## src/rtl/sargantana_icache_pkg.sv

```systemverilog
// Shared types and sizing for the instruction-cache refill path.
// Default geometry: 4 ways, 256-bit lines, 64-bit memory beats.
package sargantana_icache_pkg;

  localparam int ICACHE_N_WAY = 4;
  localparam int TAG_WIDHT    = 20;
  localparam int IDX_WIDTH    = 6;
  localparam int WAY_WIDHT    = 256;
  localparam int BEAT_WIDTH   = 64;

  localparam int N_BEATS   = WAY_WIDHT / BEAT_WIDTH;
  localparam int CNT_W     = $clog2(N_BEATS);
  localparam int WAY_IDX_W = $clog2(ICACHE_N_WAY);

  typedef enum logic [1:0] {
    S_IDLE,
    S_REQ,
    S_COLLECT,
    S_WRITE
  } ifill_state_t;

  typedef struct packed {
    logic [TAG_WIDHT-1:0] tag;
    logic [IDX_WIDTH-1:0] idx;
  } req_addr_t;

endpackage

```

## src/rtl/sargantana_icache_victim_sel.sv

```systemverilog
// Victim way picker: lowest invalid way, else the round-robin pointer.
// Purely combinational; the pointer register lives in the caller.
module sargantana_icache_victim_sel #(
  parameter int N_WAY = 4,
  parameter int PW    = $clog2(N_WAY)
) (
  input  logic [N_WAY-1:0] valid_i,
  input  logic [PW-1:0]    ptr_i,
  output logic [N_WAY-1:0] way_o,
  output logic             all_valid_o
);

  logic [PW-1:0] sel;

  always_comb begin
    all_valid_o = &valid_i;
    sel         = ptr_i;
    // Walk downwards so the lowest invalid way is the last to win.
    for (int i = N_WAY - 1; i >= 0; i--) begin
      if (!valid_i[i]) sel = PW'(i);
    end
    way_o      = '0;
    way_o[sel] = 1'b1;
  end

endmodule

```

## src/rtl/sargantana_icache_ifill.sv

```systemverilog
// I-cache refill: one line request, beat assembly, victim pick and
// a single-cycle tag/data array write.
module sargantana_icache_ifill
  import sargantana_icache_pkg::*;
#(
  parameter int ICACHE_N_WAY = sargantana_icache_pkg::ICACHE_N_WAY,
  parameter int TAG_WIDHT    = sargantana_icache_pkg::TAG_WIDHT,
  parameter int IDX_WIDTH    = sargantana_icache_pkg::IDX_WIDTH,
  parameter int WAY_WIDHT    = sargantana_icache_pkg::WAY_WIDHT,
  parameter int BEAT_WIDTH   = sargantana_icache_pkg::BEAT_WIDTH
) (
  input  logic                          clk_i,
  input  logic                          rstn_i,
  input  logic                          miss_i,
  input  logic [TAG_WIDHT-1:0]          miss_tag_i,
  input  logic [IDX_WIDTH-1:0]          miss_idx_i,
  input  logic [ICACHE_N_WAY-1:0]       way_valid_bits_i,
  input  logic                          flush_i,
  output logic                          mem_req_valid_o,
  input  logic                          mem_req_ready_i,
  output logic [TAG_WIDHT+IDX_WIDTH-1:0] mem_req_addr_o,
  input  logic                          mem_rsp_valid_i,
  input  logic [BEAT_WIDTH-1:0]         mem_rsp_data_i,
  input  logic                          mem_rsp_error_i,
  output logic [WAY_WIDHT-1:0]          ifill_data_o,
  output logic                          fill_we_o,
  output logic [ICACHE_N_WAY-1:0]       fill_way_o,
  output logic [TAG_WIDHT-1:0]          fill_tag_o,
  output logic [IDX_WIDTH-1:0]          fill_idx_o,
  output logic                          busy_o,
  output logic                          fill_error_o
);

  localparam int NB = WAY_WIDHT / BEAT_WIDTH;
  localparam int CW = $clog2(NB);
  localparam int PW = $clog2(ICACHE_N_WAY);

  ifill_state_t state_q, state_d;

  logic [TAG_WIDHT-1:0]    tag_q, tag_d;
  logic [IDX_WIDTH-1:0]    idx_q, idx_d;
  logic [ICACHE_N_WAY-1:0] way_q, way_d;
  logic                    use_rr_q, use_rr_d;
  logic [CW-1:0]           cnt_q, cnt_d;
  logic                    err_q, err_d;
  logic                    kill_q, kill_d;
  logic [WAY_WIDHT-1:0]    line_q, line_d;
  logic [PW-1:0]           rr_q, rr_d;
  logic                    ferr_q, ferr_d;

  logic [ICACHE_N_WAY-1:0] vic_way;
  logic                    vic_all_valid;
  req_addr_t               req_addr;

  sargantana_icache_victim_sel #(
    .N_WAY (ICACHE_N_WAY),
    .PW    (PW)
  ) u_victim_sel (
    .valid_i     (way_valid_bits_i),
    .ptr_i       (rr_q),
    .way_o       (vic_way),
    .all_valid_o (vic_all_valid)
  );

  always_comb begin
    state_d  = state_q;
    tag_d    = tag_q;
    idx_d    = idx_q;
    way_d    = way_q;
    use_rr_d = use_rr_q;
    cnt_d    = cnt_q;
    err_d    = err_q;
    kill_d   = kill_q;
    line_d   = line_q;
    rr_d     = rr_q;
    ferr_d   = 1'b0;
    unique case (state_q)
      S_IDLE: begin
        if (miss_i) begin
          tag_d    = miss_tag_i;
          idx_d    = miss_idx_i;
          way_d    = vic_way;
          use_rr_d = vic_all_valid;
          cnt_d    = '0;
          err_d    = 1'b0;
          kill_d   = 1'b0;
          state_d  = S_REQ;
        end
      end
      S_REQ: begin
        if (mem_req_ready_i) begin
          kill_d  = flush_i;
          state_d = S_COLLECT;
        end else if (flush_i) begin
          state_d = S_IDLE;
        end
      end
      S_COLLECT: begin
        if (flush_i) kill_d = 1'b1;
        if (mem_rsp_valid_i) begin
          line_d[cnt_q*BEAT_WIDTH +: BEAT_WIDTH] = mem_rsp_data_i;
          cnt_d = cnt_q + CW'(1);
          if (mem_rsp_error_i) err_d = 1'b1;
          if (cnt_q == CW'(NB - 1)) begin
            if (err_q || mem_rsp_error_i) begin
              ferr_d  = 1'b1;
              state_d = S_IDLE;
            end else if (kill_q || flush_i) begin
              state_d = S_IDLE;
            end else begin
              state_d = S_WRITE;
            end
          end
        end
      end
      S_WRITE: begin
        // Filling an invalid way leaves the replacement order alone.
        if (!flush_i && use_rr_q) rr_d = rr_q + PW'(1);
        state_d = S_IDLE;
      end
      default: state_d = S_IDLE;
    endcase
  end

  always_ff @(posedge clk_i or negedge rstn_i) begin
    if (!rstn_i) begin
      state_q  <= S_IDLE;
      tag_q    <= '0;
      idx_q    <= '0;
      way_q    <= '0;
      use_rr_q <= 1'b0;
      cnt_q    <= '0;
      err_q    <= 1'b0;
      kill_q   <= 1'b0;
      line_q   <= '0;
      rr_q     <= '0;
      ferr_q   <= 1'b0;
    end else begin
      state_q  <= state_d;
      tag_q    <= tag_d;
      idx_q    <= idx_d;
      way_q    <= way_d;
      use_rr_q <= use_rr_d;
      cnt_q    <= cnt_d;
      err_q    <= err_d;
      kill_q   <= kill_d;
      line_q   <= line_d;
      rr_q     <= rr_d;
      ferr_q   <= ferr_d;
    end
  end

  assign req_addr.tag    = tag_q;
  assign req_addr.idx    = idx_q;
  assign mem_req_addr_o  = req_addr;
  assign mem_req_valid_o = (state_q == S_REQ);
  assign busy_o          = (state_q != S_IDLE);
  assign fill_we_o       = (state_q == S_WRITE) && !flush_i;
  assign ifill_data_o    = line_q;
  assign fill_way_o      = way_q;
  assign fill_tag_o      = tag_q;
  assign fill_idx_o      = idx_q;
  assign fill_error_o    = ferr_q;

endmodule

```

## config.mk

```make
export PLATFORM = sky130hd
export DESIGN_NAME = sargantana_icache_ifill
export DESIGN_NICKNAME = d
export VERILOG_FILES = /design/src/rtl/sargantana_icache_pkg.sv /design/src/rtl/sargantana_icache_victim_sel.sv /design/src/rtl/sargantana_icache_ifill.sv
export SDC_FILE = /design/constraint.sdc
export NUM_CORES = 1
export LEC_CHECK = 0
export BUFFER_PORTS_ARGS = -buffer_cell sky130_fd_sc_hd__buf_2
export CORE_ASPECT_RATIO = 1.75
export CORE_MARGIN = 1.5
export CORE_UTILIZATION = 45
export DETAILED_ROUTE_END_ITERATION = 8
export PLACE_DENSITY = 0.76
export SLEW_MARGIN = 20
export SYNTH_ARGS = -nofsm -noshare
export SYNTH_HDL_FRONTEND = slang
export SYNTH_HIERARCHICAL = 1
export SYNTH_SLANG_ARGS = --single-unit
```

## constraint.sdc

```tcl
create_clock -name clk_i -period 1.9 [get_ports clk_i]
set_input_delay 0.38 -clock clk_i [delete_from_list [all_inputs] [get_ports clk_i]]
set_output_delay 0.38 -clock clk_i [all_outputs]
set_load 0.005 [all_outputs]
```

==> results of run 1 <==
## flip-flops by register name, indices dropped and copies added, names as in the netlist
| name | flops |
|---|---|
| state_q | 2 |
| fill_error_o | 1 |
| cnt_q | 2 |
| err_q | 1 |
| fill_idx_o | 6 |
| kill_q | 1 |
| rr_q | 2 |
| fill_way_o | 4 |
| fill_tag_o | 20 |
| ifill_data_o | 256 |
| use_rr_q | 1 |
## layout make-up
class | count | area share
Timing Repair Buffer | 457 | 0.174
Multi-Input combinational cell | 614 | 0.249
Sequential cell | 296 | 0.487
Inverter | 8 | 0.00197
Tap cell | 316 | 0.0260
Clock inverter | 10 | 0.0138
Clock buffer | 39 | 0.0480
## synthesized netlist by cell type, drive strengths merged
library cell	instances
a2111oi	1
a21boi	1
a21oi	4
a221o	1
a22o	129
a31oi	3
and3b	1
buf	58
clkbuf	42
dfrtp	296
ha	12
inv	8
mux2	32
mux2i	2
nand2	262
nand2b	4
nand3	8
nand3b	2
nand4b	2
nor2	4
nor2b	4
nor3	1
nor4	1
nor4b	2
nor4bb	1
o2111a	1
o21ai	129
o22ai	2
o2bb2ai	1
o41ai	1
or3b	1
xnor2	2
## metrics by stage
stage               std cells  hold WS [ns]  utilization  setup WS, ns  TNS (ns)
floorplan                1018        0.0844            -        0.0369         0
detailed placement       1686         0.298        0.556       -0.0306   -0.0671
global placement         1686         0.298        0.556       0.00334         0
global route             1740        0.0526        0.600       -0.0212   -0.0334
finish                   1740        0.0642        0.600        0.0439         0
CTS                      1739        0.0444        0.597       -0.0449    -0.121
## timing repair
item / 4_1_cts / 5_1_grt
buffers inserted: 2 / 2
gates resized for setup: 12 / 18
cloned: 1 / 0
pin swaps: 0 / 1
endpoints found under the hold margin: 28 / 0
setup endpoints to repair: 54 / 242
hold buffers: 1 / 0
## logic make-up after synthesis
family,synth area share
xor+xnor,0.00151
fa+ha+maj,0.0129
mux,0.0328
compound gates,0.163
simple gates,0.103
buf+inv,0.0496
flops,0.638
## worst paths after layout
check	slack, ns	to	startpoint	depth (start not counted)
setup / recovery	0.04	fill_we_o	state_q[1]$_DFFE_PN0P_	4
hold reg to reg	0.47	ifill_data_o[197]$_DFFE_PN0P_	ifill_data_o[197]$_DFFE_PN0P_	2
setup reg to reg	0.06	ifill_data_o[34]$_DFFE_PN0P_	state_q[0]$_DFFE_PN0P_	8
max in group asynchronous	0.91	ifill_data_o[193]$_DFFE_PN0P_	rstn_i	3
min in group asynchronous	0.32	ifill_data_o[141]$_DFFE_PN0P_	rstn_i	2
hold / removal	0.06	fill_tag_o[5]$_DFFE_PN0P_	miss_tag_i[5]	2
## critical path: stages, from the launching register on
cell	delay (ns)
dfrtp_1	0.42
buf_6	0.14
ha_4	0.14
nor2b_4	0.12
buf_6	0.11
## metal layers
metal | vias up | routed length, um
met2 | 423 | 17400
met3 | 100 | 2080
met5 | - | 0
met4 | 0 | 1800
li1 | 4253 | -
met1 | 4547 | 12600
## where the power goes
part	switching (mW)	internal, mW
combinational	1.90	2.26
clock	2.34	3.49
sequential	0.607	7.28
==> out/summary.txt, run 1 <==
Max Clk Rate -> 539 MHz
dpl hpwl -> 23600 um
core area -> 0.0253 mm^2
post-route cell area -> 0.0152 mm^2
GRT Max-Usage Layer -> met2
Fin. Hold Viols -> 0
global-route wire length before repair -> 52800 um
Unique masters post-synth -> 36
period utilisation layout -> 0.977
Initial Util -> 0.458
initial antenna violation count -> 0
Mean Syn Cell Area -> 11.4 um^2
Rel. slew slack -> 0.742
routed len/inst -> 19.4 um
Residual DRC -> 0
syn nets -> 1131
# fillers -> 2078
CP required -> 1.52 ns
largest net degree at the start of global routing -> 79
vias in the first global route -> 9311
met3 GRT Util -> 0.0402
Post-Syn Area -> 0.0116 mm^2
RSZ-0062 raised after global routing -> true
DIE AREA -> 0.0268 mm^2
Hold Path Class -> in -> reg
Rows -> 77
grt ovf -> 0
CTS tree -> done
clk_skew -> 0.00890 ns
minimum clock period -> 1.86 ns
CTS clock-pin slew for the worst setup and hold paths -> 0.07 ns
Startpoint Class -> register
crit end category -> primary output
nets -> 1517
final slew viol count -> 0
Bufs on Longest Clock Path -> 3
register bit total from synthesis -> 296
Vias/cell -> 5.36
clock sink total -> 296
port bufs -> 416
Final ANT Viol Nets -> 0
routed wire length -> 33800 um
top cell type's share of synthesized area -> 0.638
Max-cap violations -> 0
Power Dens Cells -> 1180 mW/mm^2
cell taking the most area after synthesis -> dfrtp_1
outcome -> finished, final reports clean
Layout area overhead -> 31.0%
CP max FO -> 3
worst-margin pin slew -> 0.386 ns
sequential area share after synthesis -> 0.638
multi-input logic area -> 0.00379 mm^2
total number of yosys warnings -> 6
die width -> 124 um
CTS buffer count -> 27
dpl cell area -> 0.0141 mm^2
DRT iter0 DRCs -> 495
GR Layer Usage met2 -> 0.433
top area cells in the synthesized netlist -> dfrtp_1 64%, a22o_1 9.7%, nand2_1 8.5%, o21ai_0 5.6%, mux2_2 3.1%
number of antenna cells inserted -> 0
Critical Path AT -> 1.48 ns
crit path kind -> reg -> out
leakage power total -> 7.86 nW
IO Pins -> 417
share of layout cells above drive strength 1 -> 0.386
latest clock arrival within the worst-skew pair -> 0.54 ns
register area -> 0.00741 mm^2
total power -> 17.9 mW
GPL Wtd Cong -> 0.828
root buf cell -> clkbuf_16
first drt pass iteration count -> 5
cells after synthesis -> 1018
GRT met1 Usage -> 0.293
Die H -> 216 um
most common cell after layout, fill and taps aside -> buf_2
maximum VDD drop -> 1190 uV
Total GRT Usage -> 0.247
Final Setup Violations -> 0
most frequent cells in the layout -> 413 x buf_2, 296 x dfrtp_1, 262 x nand2_1, 129 x a22o_1, 128 x o21ai_0
CTS H-tree depth -> 1
detailed-route via count -> 9323
Note: power is estimated with default switching activity, not from simulation.
==> inputs of run 2 (changes only) <==
Settings changed: ABC_AREA set to 1.
==> out/summary.txt, run 2 <==
outcome -> finished, final reports clean (unchanged)
dpl hpwl -> 27600 um (was 23600 um)
Final ANT Viol Nets -> 0 (unchanged)
Startpoint Class -> register (unchanged)
crit end category -> register (was primary output)
Net Sw Frac -> 0.358 (was 0.271)
grt ovf -> 0 (unchanged)
Post-Syn Area -> 0.0123 mm^2 (was 0.0116 mm^2)
largest net degree at the start of global routing -> 92 (was 79)
Synth top cells by count -> 376 x o21ai_0, 296 x dfrtp_1, 152 x nand2_1 (was 296 x dfrtp_1, 262 x nand2_1, 129 x a22o_1, 129 x o21ai_0, 42 x clkbuf_1)
root buf cell -> clkbuf_16 (unchanged)
Rel. slew slack -> 0.677 (was 0.742)
leakage power total -> 8.00 nW (was 7.86 nW)
dpl cell area -> 0.0148 mm^2 (was 0.0141 mm^2)
Unique masters post-synth -> 25 (was 36)
RSZ-0062 raised after global routing -> true (unchanged)
most frequent cell after synthesis -> o21ai_0 (was dfrtp_1)
Total GRT Usage -> 0.280 (was 0.247)
Power Dens Cells -> 1260 mW/mm^2 (was 1180 mW/mm^2)
Critical Path AT -> 2.30 ns (was 1.48 ns)
Bufs on Longest Clock Path -> 3 (unchanged)
total number of yosys warnings -> 6 (unchanged)
Clk pwr share -> 0.263 (was 0.326)
Worst Hold Depth -> 2 (unchanged)
clock sink total -> 296 (unchanged)
first drt pass iteration count -> 5 (unchanged)
most common cell after layout, fill and taps aside -> buf_2 (unchanged)
combinational share of power -> 0.332 (was 0.233)
Hold EP -> fill_idx_o[0]$_DFFE_PN0P_ (was fill_tag_o[5]$_DFFE_PN0P_)
cells after synthesis -> 1264 (was 1018)
initial antenna violation count -> 5 (was 0)
post-route cell area -> 0.0157 mm^2 (was 0.0152 mm^2)
worst-margin pin slew -> 0.485 ns (was 0.386 ns)
Reg2Reg Depth -> 7 (was 8)
register bit total from synthesis -> 296 (unchanged)
clk_skew -> 0.0113 ns (was 0.00890 ns)
final slew viol count -> 0 (unchanged)
die width -> 128 um (was 124 um)
CTS H-tree depth -> 1 (unchanged)
Fin Hold WS -> 0.0713 ns (was 0.0642 ns)
CTS clock-pin slew for the worst setup and hold paths -> 0.07 ns (about the same)
DRT iter0 DRCs -> 938 (was 495)
most frequent cells in the layout -> 415 x buf_2, 370 x o21ai_0, 294 x dfrtp_1, 152 x nand2_1, 134 x nand3_1 (was 413 x buf_2, 296 x dfrtp_1, 262 x nand2_1, 129 x a22o_1, 128 x o21ai_0)
Residual DRC -> 0 (unchanged)
Largest register FFs -> 256 (unchanged)
ys flop type -> dfrtp_1 (unchanged)
CTS tree -> done (unchanged)
routed wire length -> 40300 um (was 33800 um)
crit path kind -> reg -> reg (was reg -> out)
period utilisation layout -> 0.976 (was 0.977)
latest clock arrival within the worst-skew pair -> 0.53 ns (was 0.54 ns)
HP Start -> miss_idx_i[0] (was miss_tag_i[5])
CP max FO -> 66 (was 3)
P_int -> 12.8 mW (was 13.0 mW)
sequential area share after synthesis -> 0.600 (was 0.638)
Fin. Hold Viols -> 0 (unchanged)
Layout Cells excl Fill -> 2005 (was 1740)
R2R Path Start -> cnt_q[0]$_DFFE_PN0P_ (was state_q[0]$_DFFE_PN0P_)
routed len/inst -> 20.1 um (was 19.4 um)
share of layout cells above drive strength 1 -> 0.339 (was 0.386)
top cell type's share of synthesized area -> 0.600 (was 0.638)
Die H -> 222 um (was 216 um)
Hold Path Class -> in -> reg (unchanged)
Reg2Reg Setup Slack -> 0.05 ns (was 0.06 ns)
Reg-to-Reg End -> ifill_data_o[227]$_DFFE_PN0P_ (was ifill_data_o[34]$_DFFE_PN0P_)
vias in the first global route -> 11216 (was 9311)
Max-cap violations -> 0 (unchanged)
syn nets -> 1377 (was 1131)
Reg power frac -> 0.405 (was 0.441)
Final Setup Violations -> 0 (unchanged)
maximum VDD drop -> 851 uV (was 1190 uV)
# fillers -> 2353 (was 2078)
Layout area overhead -> 27.5% (was 31.0%)
detailed-route via count -> 11274 (was 9323)
top area cells in the synthesized netlist -> dfrtp_1 60%, o21ai_0 15%, nand3_1 5.4%, nand2_1 4.6%, o21ai_1 3.2% (was dfrtp_1 64%, a22o_1 9.7%, nand2_1 8.5%, o21ai_0 5.6%, mux2_2 3.1%)
Initial Util -> 0.455 (was 0.458)
cell taking the most area after synthesis -> dfrtp_1 (unchanged)
Net Switching -> 7.13 mW (was 4.85 mW)
IO Pins -> 417 (unchanged)
CP required -> 2.35 ns (was 1.52 ns)
GPL Wtd Cong -> 0.862 (was 0.828)
global-route wire length before repair -> 62300 um (was 52800 um)
Vias/cell -> 5.62 (was 5.36)
Placed Instances -> 1953 (was 1686)
port bufs -> 416 (unchanged)
Rows -> 80 (was 77)
EDFF count, synth -> 0 (unchanged)
CTS buffer count -> 27 (unchanged)
DIE AREA -> 0.0285 mm^2 (was 0.0268 mm^2)
core area -> 0.0271 mm^2 (was 0.0253 mm^2)
minimum clock period -> 1.85 ns (was 1.86 ns)
post-synthesis async set-or-reset flop share -> 1.00 (unchanged)
Mean Syn Cell Area -> 9.77 um^2 (was 11.4 um^2)
Max Clk Rate -> 539 MHz (about the same)
nets -> 1728 (was 1517)
run 2: power by group through the flow:
stage                     sequential (mW)  combinational, mW  clock [mW]
final                                8.07               6.61        5.23
after global routing                 8.20               7.21        5.56
after CTS                            8.05               6.54        5.32
after detailed placement             8.14               6.49           0
after global placement               8.11               6.35           0
after floorplan                      8.16               3.67           0
run 2: critical path, cell delays in order (launching register included):
cell     delay [ns]
dfrtp_2        0.41
buf_12         0.35
ha_1           0.23
inv_2          0.05
nor2_2         0.12
nand3_2        0.10
buf_4          0.27
o21ai_0        0.20
run 2: per-stage QoR:
step	setup TNS, ns	power [mW]	utilization	setup WS (ns)
after floorplan	0	11.8	-	0.259
after global placement	0	14.5	0.546	0.115
after detailed placement	-0.00931	14.6	0.546	-0.00931
after CTS	0	19.9	0.578	0.00319
after global routing	-0.821	21.0	0.580	-0.0945
final	0	19.9	0.580	0.0464
run 2: timing repair:
item | 4_1_cts | 5_1_grt
gates resized for setup | 5 | 20
hold buffers | 1 | 0
endpoints found under the hold margin | 33 | 0
buffers inserted | 1 | 0
setup endpoints to repair | 4 | 113
run 2: how the worst max path moves through the flow:
| stage | startpoint | end | depth (start not counted) |
|---|---|---|---|
| floorplan | cnt_q[0]$_DFFE_PN0P_ | ifill_data_o[34]$_DFFE_PN0P_ | 8 |
| global placement | cnt_q[0]$_DFFE_PN0P_ | ifill_data_o[145]$_DFFE_PN0P_ | 7 |
| detailed placement | cnt_q[0]$_DFFE_PN0P_ | ifill_data_o[142]$_DFFE_PN0P_ | 7 |
| CTS | state_q[0]$_DFFE_PN0P_ | busy_o | 4 |
| global route | cnt_q[0]$_DFFE_PN0P_ | ifill_data_o[231]$_DFFE_PN0P_ | 6 |
| finish | cnt_q[0]$_DFFE_PN0P_ | ifill_data_o[227]$_DFFE_PN0P_ | 7 |
run 2: kinds of logic (layout without fill, tap and decap cells):
family / after synthesis / after routing / share of synthesized area
xor gates and xnor gates: 2 / 2 / 0.00142
AOI/OAI and AO/OA: 459 / 459 / 0.186
other: 0 / 4 / 0
muxes: 31 / 31 / 0.0283
DFF: 296 / 296 / 0.600
buffers and inverters: 155 / 523 / 0.0599
adders and majority gates: 12 / 12 / 0.0122
and+or+nand+nor: 309 / 309 / 0.112
run 2: area by class of cell:
class / instances / area (um^2) / area share
Clock buffer: 39 / 761 / 0.0483
Tap cell: 369 / 462 / 0.0293
Antenna cell: 4 / 10.0 / 0.000636
Sequential cell: 296 / 7410 / 0.471
Timing Repair Buffer: 457 / 2680 / 0.171
Inverter: 20 / 83.8 / 0.00533
Clock inverter: 7 / 62.6 / 0.00398
Multi-Input combinational cell: 813 / 4270 / 0.271
run 2: per-layer routing:
| metal | wire (um) | vias to the layer above | GRT usage |
|---|---|---|---|
| li1 | - | 5042 | - |
| met1 | 14400 | 5483 | 0.321 |
| met2 | 20500 | 605 | 0.478 |
| met3 | 2970 | 142 | 0.0497 |
| met4 | 2480 | 2 | 0.175 |
| met5 | 8 | - | 0 |
==> inputs of run 3 (changes only) <==
Settings changed: SYNTH_HIERARCHICAL 1 to unset.
==> out/summary.txt, run 3 <==
Power Dens Cells -> 1340 mW/mm^2 (was 1260 mW/mm^2)
ys flop type -> dfrtp_1 (unchanged)
CTS clock-pin slew for the worst setup and hold paths -> 0.07 ns (about the same)
cell taking the most area after synthesis -> dfrtp_1 (unchanged)
post-route setup slack -> 0.0445 ns (was 0.0464 ns)
Final Setup Violations -> 0 (unchanged)
Fin. Hold Viols -> 0 (unchanged)
CTS tree -> done (unchanged)
most frequent cell after synthesis -> o21ai_0 (unchanged)
Final ANT Viol Nets -> 0 (unchanged)
Bufs on Longest Clock Path -> 3 (unchanged)
IO Pins -> 417 (unchanged)
Max Clk Rate -> 539 MHz (about the same)
vias in the first global route -> 11406 (was 11216)
routed len/inst -> 20.1 um (about the same)
post-synthesis async set-or-reset flop share -> 1.00 (unchanged)
CP max FO -> 5 (was 66)
crit end category -> primary output (was register)
outcome -> finished, final reports clean (unchanged)
Die H -> 222 um (about the same)
EDFF count, synth -> 0 (unchanged)
clk_skew -> 0.0205 ns (was 0.0113 ns)
Largest register FFs -> 256 (unchanged)
Max-cap violations -> 0 (unchanged)
Synth top cells by count -> 379 x o21ai_0, 296 x dfrtp_1, 240 x nand2_1 (was 376 x o21ai_0, 296 x dfrtp_1, 152 x nand2_1)
first drt pass iteration count -> 6 (was 5)
GRT met1 Usage -> 0.342 (was 0.321)
GPL Wtd Cong -> 0.846 (was 0.862)
initial antenna violation count -> 4 (was 5)
Vias/cell -> 5.64 (was 5.62)
latest clock arrival within the worst-skew pair -> 0.55 ns (was 0.53 ns)
Startpoint Class -> register (unchanged)
share of layout cells above drive strength 1 -> 0.312 (was 0.339)
maximum VDD drop -> 958 uV (was 851 uV)
leakage power total -> 8.22 nW (was 8.00 nW)
Rows -> 80 (unchanged)
Initial Util -> 0.454 (was 0.455)
sequential area share after synthesis -> 0.601 (was 0.600)
CTS buffer count -> 27 (unchanged)
most common cell after layout, fill and taps aside -> buf_2 (unchanged)
detailed-route via count -> 11688 (was 11274)
register bit total from synthesis -> 296 (unchanged)
CTS H-tree depth -> 1 (unchanged)
worst-margin pin slew -> 0.489 ns (was 0.485 ns)
global-route wire length before repair -> 63500 um (was 62300 um)
DIE AREA -> 0.0284 mm^2 (was 0.0285 mm^2)
top cell type's share of synthesized area -> 0.601 (was 0.600)
nets -> 1789 (was 1728)
period utilisation layout -> 0.977 (was 0.976)
top area cells in the synthesized netlist -> dfrtp_1 60%, o21ai_0 15%, nand2_1 7.3%, nand3_1 5.6%, o21ai_1 3.3% (was dfrtp_1 60%, o21ai_0 15%, nand3_1 5.4%, nand2_1 4.6%, o21ai_1 3.2%)
syn nets -> 1435 (was 1377)
Worst Setup Slack post-DPL -> 0.0924 ns (was -0.00931 ns)
minimum clock period -> 1.86 ns (was 1.85 ns)
GRT Max-Usage Layer -> met2 (unchanged)
Total GRT Usage -> 0.284 (was 0.280)
Layout area overhead -> 28.3% (was 27.5%)
Hold Path Class -> in -> reg (unchanged)
Mean Syn Cell Area -> 9.31 um^2 (was 9.77 um^2)
clock sink total -> 296 (unchanged)
CP required -> 1.52 ns (was 2.35 ns)
GR Layer Usage met2 -> 0.485 (was 0.478)
core area -> 0.0271 mm^2 (unchanged)
total power -> 21.1 mW (was 19.9 mW)
Post-Syn Area -> 0.0123 mm^2 (about the same)
grt ovf -> 0 (unchanged)
TNS Setup -> 0 ns (unchanged)
largest net degree at the start of global routing -> 120 (was 92)
Unique masters post-synth -> 24 (was 25)
most frequent cells in the layout -> 415 x buf_2, 376 x o21ai_0, 294 x dfrtp_1, 240 x nand2_1, 137 x nand3_1 (was 415 x buf_2, 370 x o21ai_0, 294 x dfrtp_1, 152 x nand2_1, 134 x nand3_1)
routed wire length -> 41700 um (was 40300 um)
cells after synthesis -> 1323 (was 1264)
Residual DRC -> 0 (unchanged)
DRT iter0 DRCs -> 1094 (was 938)
die width -> 128 um (about the same)
dpl hpwl -> 27400 um (was 27600 um)
crit path kind -> reg -> out (was reg -> reg)
root buf cell -> clkbuf_16 (unchanged)
Critical Path AT -> 1.48 ns (was 2.30 ns)
total number of yosys warnings -> 0 (was 6)
port bufs -> 416 (unchanged)
Rel. slew slack -> 0.674 (was 0.677)
final slew viol count -> 0 (unchanged)
met3 GRT Util -> 0.0364 (was 0.0497)
[run 3: logic make-up (layout without fill, tap and decap cells)]
family | after synthesis | count (layout) | synth area share
other | 0 | 4 | 0
AND/OR/NAND/NOR | 394 | 394 | 0.138
flip-flops | 296 | 296 | 0.601
adder cells (fa/ha/maj) | 11 | 11 | 0.0112
buffers and inverters | 159 | 534 | 0.0611
AO/OA/AOI/OAI | 461 | 461 | 0.187
XOR/XNOR | 2 | 2 | 0.00142
[run 3: worst paths after layout]
path                                             start                             to  slack (ns)  cells past startpoint
min in group asynchronous                       rstn_i     fill_tag_o[17]$_DFFE_PN0P_        0.35                      2
worst min-delay path                     miss_tag_i[8]      fill_tag_o[8]$_DFFE_PN0P_        0.03                      3
worst max register to register  state_q[0]$_DFFE_PN0P_   ifill_data_o[92]$_DFFE_PN0P_        0.12                      6
worst max-delay path            state_q[0]$_DFFE_PN0P_                mem_req_valid_o        0.04                      3
max in group asynchronous                       rstn_i  ifill_data_o[153]$_DFFE_PN0P_        0.89                      3
worst min register to register     rr_q[1]$_DFFE_PN0P_            rr_q[1]$_DFFE_PN0P_        0.46                      1
[run 3: per-stage QoR]
stage                     hold WS [ns]  std cells  utilization  cell area (um^2)
after floorplan                 0.0844       1323            -             12300
final                           0.0298       2071        0.583             15800
after detailed placement         0.322       2011        0.542             14700
after global placement           0.326       2011        0.542             14700
after global routing            0.0184       2071        0.583             15800
after CTS                       0.0102       2064        0.579             15700
[run 3: final cells by class]
class / instances / area (um^2)
Clock buffer: 35 / 746
Fill cell: 2342 / 11300
Sequential cell: 296 / 7410
Multi-Input combinational cell: 868 / 4210
Timing Repair Buffer: 463 / 2660
Antenna cell: 4 / 10.0
Clock inverter: 15 / 223
Inverter: 21 / 81.3
Tap cell: 369 / 462
[run 3: routing by layer]
layer  wire length, um  vias to the layer above
met5                 0                        -
met3              3310                      131
met2             21100                      700
met4              2370                        0
li1                  -                     5216
met1             15000                     5641
[run 3: timing repair]
item	in CTS	in global routing
setup endpoints to repair	3	59
gates cloned	0	2
hold buffers	1	0
pin swaps	0	0
setup buffers	2	1
gates resized for setup	5	13
hold endpoints to repair	38	0
[run 3: worst max-delay path, stage by stage (launching register included)]
cell     delay [ns]
dfrtp_1        0.42
buf_4          0.15
ha_2           0.21
buf_2          0.16
[run 3: power breakdown]
group | internal (mW) | switching [mW]
Clock | 3.47 | 2.47
Sequential | 7.38 | 0.597
Combinational | 2.57 | 4.65
